[src/rtl/sdram_init_pkg.sv]
// Shared types and command encodings for the SDRAM power-up initialisation sequencer.
package sdram_init_pkg;

    typedef enum logic [3:0] {
        IDLE,
        PWRUP,
        PRE,
        TRP_W,
        AREF,
        TRFC_W,
        MRS,
        TMRD_W,
        DONE
    } init_state_e;

    // Command encodings as {cs_n, ras_n, cas_n, we_n}
    localparam logic [3:0] CMD_INHIBIT = 4'b1111;
    localparam logic [3:0] CMD_NOP     = 4'b0111;
    localparam logic [3:0] CMD_PRE     = 4'b0010;
    localparam logic [3:0] CMD_AREF    = 4'b0001;
    localparam logic [3:0] CMD_MRS     = 4'b0000;

    localparam int A10_PRE_ALL = 10;

endpackage

[src/rtl/sdram_init_dly_cnt.sv]
// Loadable down counter shared by every wait state of the init sequencer.
module sdram_init_dly_cnt #(
    parameter int W = 4
) (
    input  logic         clock,
    input  logic         reset,
    input  logic         clear,
    input  logic         load,
    input  logic [W-1:0] value,
    output logic         zero
);

    logic [W-1:0] count;

    // Load wins over counting; the counter parks at zero until reloaded
    always_ff @(posedge clock) begin
        if (reset || clear) begin
            count <= '0;
        end else if (load) begin
            count <= value;
        end else if (count != '0) begin
            count <= count - 1'b1;
        end
    end

    assign zero = (count == '0);

endmodule

[src/rtl/sdram_init_seq.sv]
// SDRAM power-up init sequencer: NOP wait, PRECHARGE-ALL, NUM_AREF refreshes, optional MRS.
// Define SDRAM_INIT_MRS_EN to include the LOAD MODE REGISTER step.
module sdram_init_seq
    import sdram_init_pkg::*;
#(
    parameter int               PWR_UP_CYC = 10000,
    parameter int               TRP_CYC    = 2,
    parameter int               TRFC_CYC   = 7,
    parameter int               TMRD_CYC   = 2,
    parameter int               NUM_AREF   = 2,
    parameter int               ADDR_W     = 13,
    parameter int               BA_W       = 2,
    parameter logic [ADDR_W-1:0] MODE_REG  = 'h033
) (
    input  logic              sdram_clk,
    input  logic              sdram_rst,
    input  logic              sdram_en,
    output logic              sdram_cs_n,
    output logic              sdram_ras_n,
    output logic              sdram_cas_n,
    output logic              sdram_we_n,
    output logic [BA_W-1:0]   sdram_ba,
    output logic [ADDR_W-1:0] sdram_addr,
    output logic              init_busy,
    output logic              init_done
);

    localparam int CNT_W = $clog2(PWR_UP_CYC + 1);

    localparam logic [CNT_W-1:0] PWR_LD  = CNT_W'(PWR_UP_CYC - 1);
    localparam logic [CNT_W-1:0] TRP_LD  = (TRP_CYC  > 0) ? CNT_W'(TRP_CYC - 1)  : '0;
    localparam logic [CNT_W-1:0] TRFC_LD = (TRFC_CYC > 0) ? CNT_W'(TRFC_CYC - 1) : '0;

`ifdef SDRAM_INIT_MRS_EN
    localparam logic [CNT_W-1:0] TMRD_LD    = (TMRD_CYC > 0) ? CNT_W'(TMRD_CYC - 1) : '0;
    localparam init_state_e      AFTER_AREF = MRS;
`else
    localparam init_state_e      AFTER_AREF = DONE;
    logic [ADDR_W:0] unused_mrs_params;
    assign unused_mrs_params = {MODE_REG, TMRD_CYC[0]};
`endif

    generate
        if (PWR_UP_CYC < 1) begin : g_bad_pwr
            $error("sdram_init_seq: PWR_UP_CYC must be at least 1");
        end
        if (NUM_AREF < 1 || NUM_AREF > 15) begin : g_bad_aref
            $error("sdram_init_seq: NUM_AREF must be in 1..15");
        end
        if (ADDR_W < 11) begin : g_bad_addr
            $error("sdram_init_seq: ADDR_W must be at least 11");
        end
    endgenerate

    init_state_e       state, state_nx;
    logic              en_q;
    logic [3:0]        aref_cnt;
    logic              abort;
    logic              cnt_zero, cnt_load;
    logic [CNT_W-1:0]  cnt_value;
    logic [3:0]        cmd_q, cmd_nx;
    logic [BA_W-1:0]   ba_nx;
    logic [ADDR_W-1:0] addr_nx;
    logic              busy_nx, done_nx;
    init_state_e       aref_next;

    assign abort     = (state != IDLE) && !sdram_en;
    assign aref_next = (aref_cnt < 4'(NUM_AREF)) ? AREF : AFTER_AREF;

    // Next-state selection; abort overrides normal advancement
    always_comb begin
        state_nx = state;
        case (state)
            IDLE:   if (sdram_en && !en_q) state_nx = PWRUP;
            PWRUP:  if (cnt_zero) state_nx = PRE;
            PRE:    state_nx = (TRP_CYC == 0) ? AREF : TRP_W;
            TRP_W:  if (cnt_zero) state_nx = AREF;
            AREF:   state_nx = (TRFC_CYC == 0) ? aref_next : TRFC_W;
            TRFC_W: if (cnt_zero) state_nx = aref_next;
`ifdef SDRAM_INIT_MRS_EN
            MRS:    state_nx = (TMRD_CYC == 0) ? DONE : TMRD_W;
            TMRD_W: if (cnt_zero) state_nx = DONE;
`endif
            DONE:   state_nx = DONE;
            default: state_nx = IDLE;
        endcase
        if (abort) state_nx = IDLE;
    end

    // Outputs are decoded from the next state so they register alongside it
    always_comb begin
        cmd_nx    = CMD_NOP;
        ba_nx     = '0;
        addr_nx   = '0;
        busy_nx   = 1'b1;
        done_nx   = 1'b0;
        cnt_load  = 1'b0;
        cnt_value = '0;
        case (state_nx)
            IDLE: begin
                cmd_nx  = CMD_INHIBIT;
                busy_nx = 1'b0;
            end
            PWRUP: begin
                cnt_load  = (state != PWRUP);
                cnt_value = PWR_LD;
            end
            PRE: begin
                cmd_nx               = CMD_PRE;
                addr_nx[A10_PRE_ALL] = 1'b1;
            end
            TRP_W: begin
                cnt_load  = (state != TRP_W);
                cnt_value = TRP_LD;
            end
            AREF: cmd_nx = CMD_AREF;
            TRFC_W: begin
                cnt_load  = (state != TRFC_W);
                cnt_value = TRFC_LD;
            end
`ifdef SDRAM_INIT_MRS_EN
            MRS: begin
                cmd_nx  = CMD_MRS;
                addr_nx = MODE_REG;
            end
            TMRD_W: begin
                cnt_load  = (state != TMRD_W);
                cnt_value = TMRD_LD;
            end
`endif
            DONE: begin
                busy_nx = 1'b0;
                done_nx = 1'b1;
            end
            default: begin
                cmd_nx  = CMD_INHIBIT;
                busy_nx = 1'b0;
            end
        endcase
    end

    // en_q keeps following the pin through reset, so a reset with sdram_en
    // already high is not mistaken for a fresh rising edge
    always_ff @(posedge sdram_clk) begin
        en_q <= sdram_en;
        if (sdram_rst) begin
            state      <= IDLE;
            cmd_q      <= CMD_INHIBIT;
            sdram_ba   <= '0;
            sdram_addr <= '0;
            init_busy  <= 1'b0;
            init_done  <= 1'b0;
            aref_cnt   <= '0;
        end else begin
            state      <= state_nx;
            cmd_q      <= cmd_nx;
            sdram_ba   <= ba_nx;
            sdram_addr <= addr_nx;
            init_busy  <= busy_nx;
            init_done  <= done_nx;
            if (state_nx == IDLE || state_nx == PWRUP) begin
                aref_cnt <= '0;
            end else if (state_nx == AREF) begin
                aref_cnt <= aref_cnt + 4'd1;
            end
        end
    end

    assign {sdram_cs_n, sdram_ras_n, sdram_cas_n, sdram_we_n} = cmd_q;

    sdram_init_dly_cnt #(
        .W (CNT_W)
    ) u_dly_cnt (
        .clock (sdram_clk),
        .reset (sdram_rst),
        .clear (abort),
        .load  (cnt_load),
        .value (cnt_value),
        .zero  (cnt_zero)
    );

endmodule
[config.mk]
export PLATFORM = sky130hd
export DESIGN_NAME = sdram_init_seq
export DESIGN_NICKNAME = d
export VERILOG_FILES = /design/src/rtl/sdram_init_pkg.sv /design/src/rtl/sdram_init_dly_cnt.sv /design/src/rtl/sdram_init_seq.sv
export SDC_FILE = /design/constraint.sdc
export NUM_CORES = 1
export LEC_CHECK = 0
export ABC_CLOCK_PERIOD_IN_PS = 3300
export CORE_ASPECT_RATIO = 1.1
export CORE_UTILIZATION = 55
export CTS_BUF_LIST = sky130_fd_sc_hd__clkbuf_8
export DETAILED_ROUTE_END_ITERATION = 10
export DONT_BUFFER_PORTS = 1
export GPL_ROUTABILITY_DRIVEN = 0
export GPL_TIMING_DRIVEN = 1
export PLACE_DENSITY = 0.8
export SLEW_MARGIN = 15
export SYNTH_ARGS = -nofsm -noshare
export SYNTH_HDL_FRONTEND = slang
export SYNTH_HIERARCHICAL = 1
export SYNTH_SLANG_ARGS = --single-unit
[constraint.sdc]
create_clock -name sdram_clk -period 3.3 [get_ports sdram_clk]
set_input_delay 0.33 -clock sdram_clk [delete_from_list [all_inputs] [get_ports sdram_clk]]
set_output_delay 0.33 -clock sdram_clk [all_outputs]
set_load 0.01 [all_outputs]
Yosys cells after proc, flatten, opt, wreduce, memory -nomap -nowiden
Index checks and enable logic that the tools add are counted.

word-level totals
  output and inout port bits = 21
  bits of input ports = 3
  register bits after elaboration = 42

cells by class
  add/sub/neg operators = 2
  multiplexer cells = 15
  reductions and logical operators = 15
  magnitude comparators = 1
  eq/ne operators = 15

operators by type and width
  kind                                                         number
  one-hot mux 14 bit (3 select lines)                          1
  2-to-1 mux 14 bit                                            2
  one-hot mux 4 bit (7 select lines)                           1
  2-to-1 mux 4 bit                                             6
  == test 4 x 2 -> 1 bit (second input constant)               4
  == test 4 x 3 -> 1 bit (second input constant)               4
  logical NOT 14 bit                                           1
  nonzero test 14 bit                                          1
  subtractor 14 x 1 -> 14 bit (second input constant)          1
  one-hot mux 4 bit (3 select lines)                           1
  == test 4 x 1 -> 1 bit (second input constant)               2
  == test 4 bit (second input constant)                        2
  logical NOT 4 bit                                            2
  OR reduction 5 bit                                           1
  adder 4 x 1 -> 4 bit (second input constant)                 1
  less-than comparator 4 x 2 -> 1 bit (second input constant)  1
  inequality test 4 x 1 -> 1 bit (second input constant)       1
  inequality test 4 x 2 -> 1 bit (second input constant)       1
  inequality test 4 x 3 -> 1 bit (second input constant)       1
  nonzero test 4 bit                                           1
  OR reduction 4 bit                                           1
  2-to-1 mux 1 bit                                             3
  one-hot mux 1 bit (3 select lines)                           1
  logical AND 1 bit                                            2
  other kinds (4)                                              6

Longest topological paths before layout
Gate-level depths: netlist of the first run.

  depth in word-level cells = 8
  depth in mapped cells = 16
  gate-level depth less buffers = 13

By module
The synthesis of the first run kept the hierarchy.

by module, submodules not included
  module              area an instance (um^2)  instances  cells each
  sdram_init_seq      937.1                    1          100
  sdram_init_dly_cnt  810.8                    1          102

Worst setup path before layout of the first run
OpenSTA, ideal clock, no wires.

  path kind = reg-to-reg
  start = register u_dly_cnt.count[0]
  end = register u_dly_cnt.count[11]
  arrival = 3.232 ns
  cell stages (with the launch flop) = 14
  period minus slack after synthesis = 3.311 ns
  path buffers = 2
  library setup time = 0.079 ns
  required time = 3.221 ns
  slack = -0.011 ns
  cells stage by stage = dfxtp_1 inv_1 ha_1 or4b_1 buf_2 nor4_4 buf_6 or4b_1 nand4_2 nand2_1 a22oi_1 a31oi_1 or4_1 o211ai_1

on the way
  longest elaborated chain between the ends = 7
  elaborated cells between the ends (all ways) = 15

RTL lines
  what                                                     line                                                              source
  from (decl)                                              sdram_init_dly_cnt.sv:13                                          logic [W-1:0] count;
  from (signal assigned)                                   sdram_init_dly_cnt.sv:20                                          count <= value;
  from (signal assigned)                                   sdram_init_dly_cnt.sv:22                                          count <= count - 1'b1;
  logical NOT 14 bit *                                     sdram_init_dly_cnt.sv:26                                          assign zero = (count == '0);
  net cnt_zero                                             sdram_init_seq.sv:59                                              logic cnt_zero, cnt_load;
  2-to-1 mux 4 bit (on tied branches)                      sdram_init_seq.sv:79, sdram_init_seq.sv:75, sdram_init_seq.sv:77
  one-hot mux 4 bit (7 select lines) *                     sdram_init_seq.sv:73                                              case (state)
  2-to-1 mux 4 bit *                                       sdram_init_seq.sv:87                                              if (abort) state_nx = IDLE;
  == test 4 x 3 -> 1 bit, or another cell as far along     sdram_init_seq.sv:99                                              case (state_nx)
  one-hot mux 1 bit (3 select lines) *                     sdram_init_seq.sv:99
  net cnt_load                                             sdram_init_seq.sv:59
  2-to-1 mux 14 bit or nonzero test 2 bit (tied branches)  --

Mark *: on every way through the listed nets, which the timed path passes. The rest lies on a longest branch. The select of a mux whose other input is x is not followed.
A chain may end at the register's enable or synchronous reset.

Final worst setup path of the first run
  start = register u_dly_cnt.count[1]
  end = register u_dly_cnt.count[13]

The elaborated chain is that of the path after synthesis.

==> metrics.txt, run 1 <==
area of the mapped netlist 0.001748 mm^2; Critical Path Most Common Cell or4b_4; flops & latches, synth 30; root buf cell clkbuf_8; commonest non-fill, non-tap cell in the layout dfxtp_1; vias 1460; Hold/Removal Path Class input port to register; Die Area 0.003408 mm^2; TritonCTS clock tree built; initial antenna violation count 0; Crit Path Class register to register; Inserted Clock Buffers 5; Avg Cell Area, Syn 8.653 um^2; Seq/Total Area, Yosys 34.36%; synth warn 6; crit path capture type register; worst vdd ir 0.6258 mV; Top FF cell, synth dfxtp_1; clk sinks 30; Layout Cells excl Fill 249; Final period util 96.53%; total wire length 3.507 mm; Critical Path RT 3.51 ns; critical path arrival 3.40 ns; clock buffer depth 2; IO Pins 24; crit path max-delay cell type or4b_4; vias per cell 5.863; worst skew pair latency 0.29 ns; vias in the first global route 1325; Max Fclk 313.9 MHz; Max-Cap Viols 0; Final Critical Period 3.185 ns; Post-Route Utilization 64.74%; proportion of layout cells with a drive suffix above 1 19.53%; Clock Skews 0.009114 ns; PD cells 727.3 mW/mm^2; FP Rows 21; H-tree depth 2; gr usage total 22.15%; worst slew pin tran 0.8681 ns; slowest stage delay, CP 0.53 ns; Synth cell types 58; dpl cells 237; Max Fanout on Critical Path 4; wire length per cell 14.08 um; initial cell density of the core 57.35%; post-route antenna net violation count 0; total grt overflow 0; die height 61.13 um; Slew HR 41.91%; drt first pass iters 4; Fin. Hold Viols 0; ys async rst share 0%; worst-path cell chain inv_1, ha_4, or4b_4, nor4_4, or4b_4, nand4_4, nand2_2, a22oi_2, a31oi_2, buf_4, or3_1, o21ai_0; DR iter-0 viols 54; Slew Limit Fails 0; # DRC 0; die extent in x 55.75 um; fillers 252; commonest cells after routing, fill and taps aside dfxtp_1 (30), conb_1 (20), o21ai_0 (16); Reg clk slew, reported paths 0.07 ns; core area 0.003048 mm^2; PortBufs 0; EDFF count, synth 0; CP startpoint kind register; ant diodes 0; Hold Worst Slack 0.05988 ns; Static Leak 0.7484 nW; # setup viols final 0; Mapped Cells 202; first-pass GRT wire length 5.706 mm; status finished clean; Layout area overhead 12.88%; largest net degree at the start of global routing 16; post-DP HPWL 2.373 mm; layout net count 219
[metrics by stage]
step	cell area, um^2	power [mW]	setup slack, ns	TNS (ns)
after floorplan	1819	0.8495	0.06437	0
after global placement	1743	0.9166	0.1927	0
after detailed placement	1743	0.9240	0.1041	0
after CTS	1886	1.397	0.06058	0
after global routing	1973	1.533	-0.03854	-0.1444
final	1973	1.435	0.1146	0
[critical path, delay by kind of cell, from the launching register on]
family | cells | cell delay (ns)
adder cells (fa/ha/maj) | 1 | 0.15
AND/OR/NAND/NOR | 6 | 1.90
buffers and inverters | 2 | 0.30
flip-flops | 1 | 0.32
AO/OA/AOI/OAI | 3 | 0.43
[worst paths after layout]
path | slack, ns | to | from | cells after the start
worst min-delay path | 0.06 | en_q$_DFF_P_ | sdram_en | 0
worst max register to register | 0.11 | u_dly_cnt/count[13]$_SDFFE_PP0P_ | u_dly_cnt/count[1]$_SDFFE_PP0P_ | 12
worst max-delay path | 0.11 | u_dly_cnt/count[13]$_SDFFE_PP0P_ | u_dly_cnt/count[1]$_SDFFE_PP0P_ | 12
worst min register to register | 0.53 | aref_cnt[3]$_SDFFE_PP0P_ | aref_cnt[3]$_SDFFE_PP0P_ | 2
[report_power, final]
part / switching [mW] / total (mW) / internal, mW
logic: 0.259 / 0.485 / 0.226
clock network: 0.144 / 0.466 / 0.322
registers: 0.0629 / 0.484 / 0.421
total: 0.466 / 1.44 / 0.970
[Yosys cell counts, types with 2 or more instances]
master,number,area [um^2]
o21ai_0,18,90.09
dfxtp_1,30,600.6
nand2_1,9,33.78
nand4_1,2,12.51
buf_4,16,120.1
nor4_1,2,12.51
o21ai_1,3,15.01
nand3b_1,4,30.03
nand2b_1,4,25.02
nor2b_1,2,12.51
or4_1,4,30.03
inv_1,7,26.28
or2_1,3,18.77
or4b_1,2,20.02
nand3_1,7,35.03
a21oi_1,7,35.03
clkbuf_1,3,11.26
nor2_1,13,48.80
or2_2,3,18.77
xor2_1,4,35.03
xnor2_1,2,17.52
ha_1,2,25.02
a31oi_1,7,43.79
or3_1,8,50.05
mux2i_1,3,30.03
nor3_1,4,20.02
buf_2,2,10.01
[logic make-up after synthesis]
group	after synthesis	share of synthesized area [%]
AO/OA/AOI/OAI	52	20.83
other	1	0.2145
AND/OR/NAND/NOR	76	26.70
multiplexers	4	2.362
adder cells (fa/ha/maj)	3	2.076
flip-flops	30	34.36
XOR/XNOR	6	3.006
buffers and inverters	30	10.45
[routing by layer]
| metal | vias to the layer above | part of all wire, % | track usage, % | routed length [um] |
|---|---|---|---|---|
| met3 | 2 | 3.4 | 8.193 | 120 |
| met1 | 711 | 43 | 22.35 | 1513 |
| met2 | 28 | 53 | 41.82 | 1858 |
| met5 | - | 0 | 0 | 0 |
| li1 | 719 | - | - | - |
| met4 | 0 | 0.40 | 10.00 | 14 |
[final cells by class]
type                            count  area [um^2]  area share [%]
Clock buffer                        6        82.58           4.185
Clock inverter                      2        60.06           3.044
Inverter                            7        26.28           1.332
Multi-Input combinational cell    161         1081           54.79
Sequential cell                    30        600.6           30.44
Tap cell                           34        42.54           2.156
Timing Repair Buffer                9        80.08           4.058
[flip-flops by register name (all words and copies together), names as in the netlist]
name,cells
u_dly_cnt/count,14
aref_cnt,4
cmd_q,4
state,4
en_q,1
init_busy,1
init_done,1
sdram_addr,1
[what timing repair did]
action                                  CTS  global route
hold buffers                              0             0
setup buffers                             0             4
resized for setup                         0            12
endpoints found under the setup margin    0            14
No activity file was read; power rests on OpenSTA's default activity.
==> run 2: changes to the inputs <==
- CAP_MARGIN: default -> 0
==> results of run 2 <==
Final layout, timing and power as in run 1 (identical DEF).
==> run 3: changes to the inputs <==
- SLEW_MARGIN: 15 -> 10
==> results of run 3 <==
Final layout, timing and power as in run 1 (identical DEF).
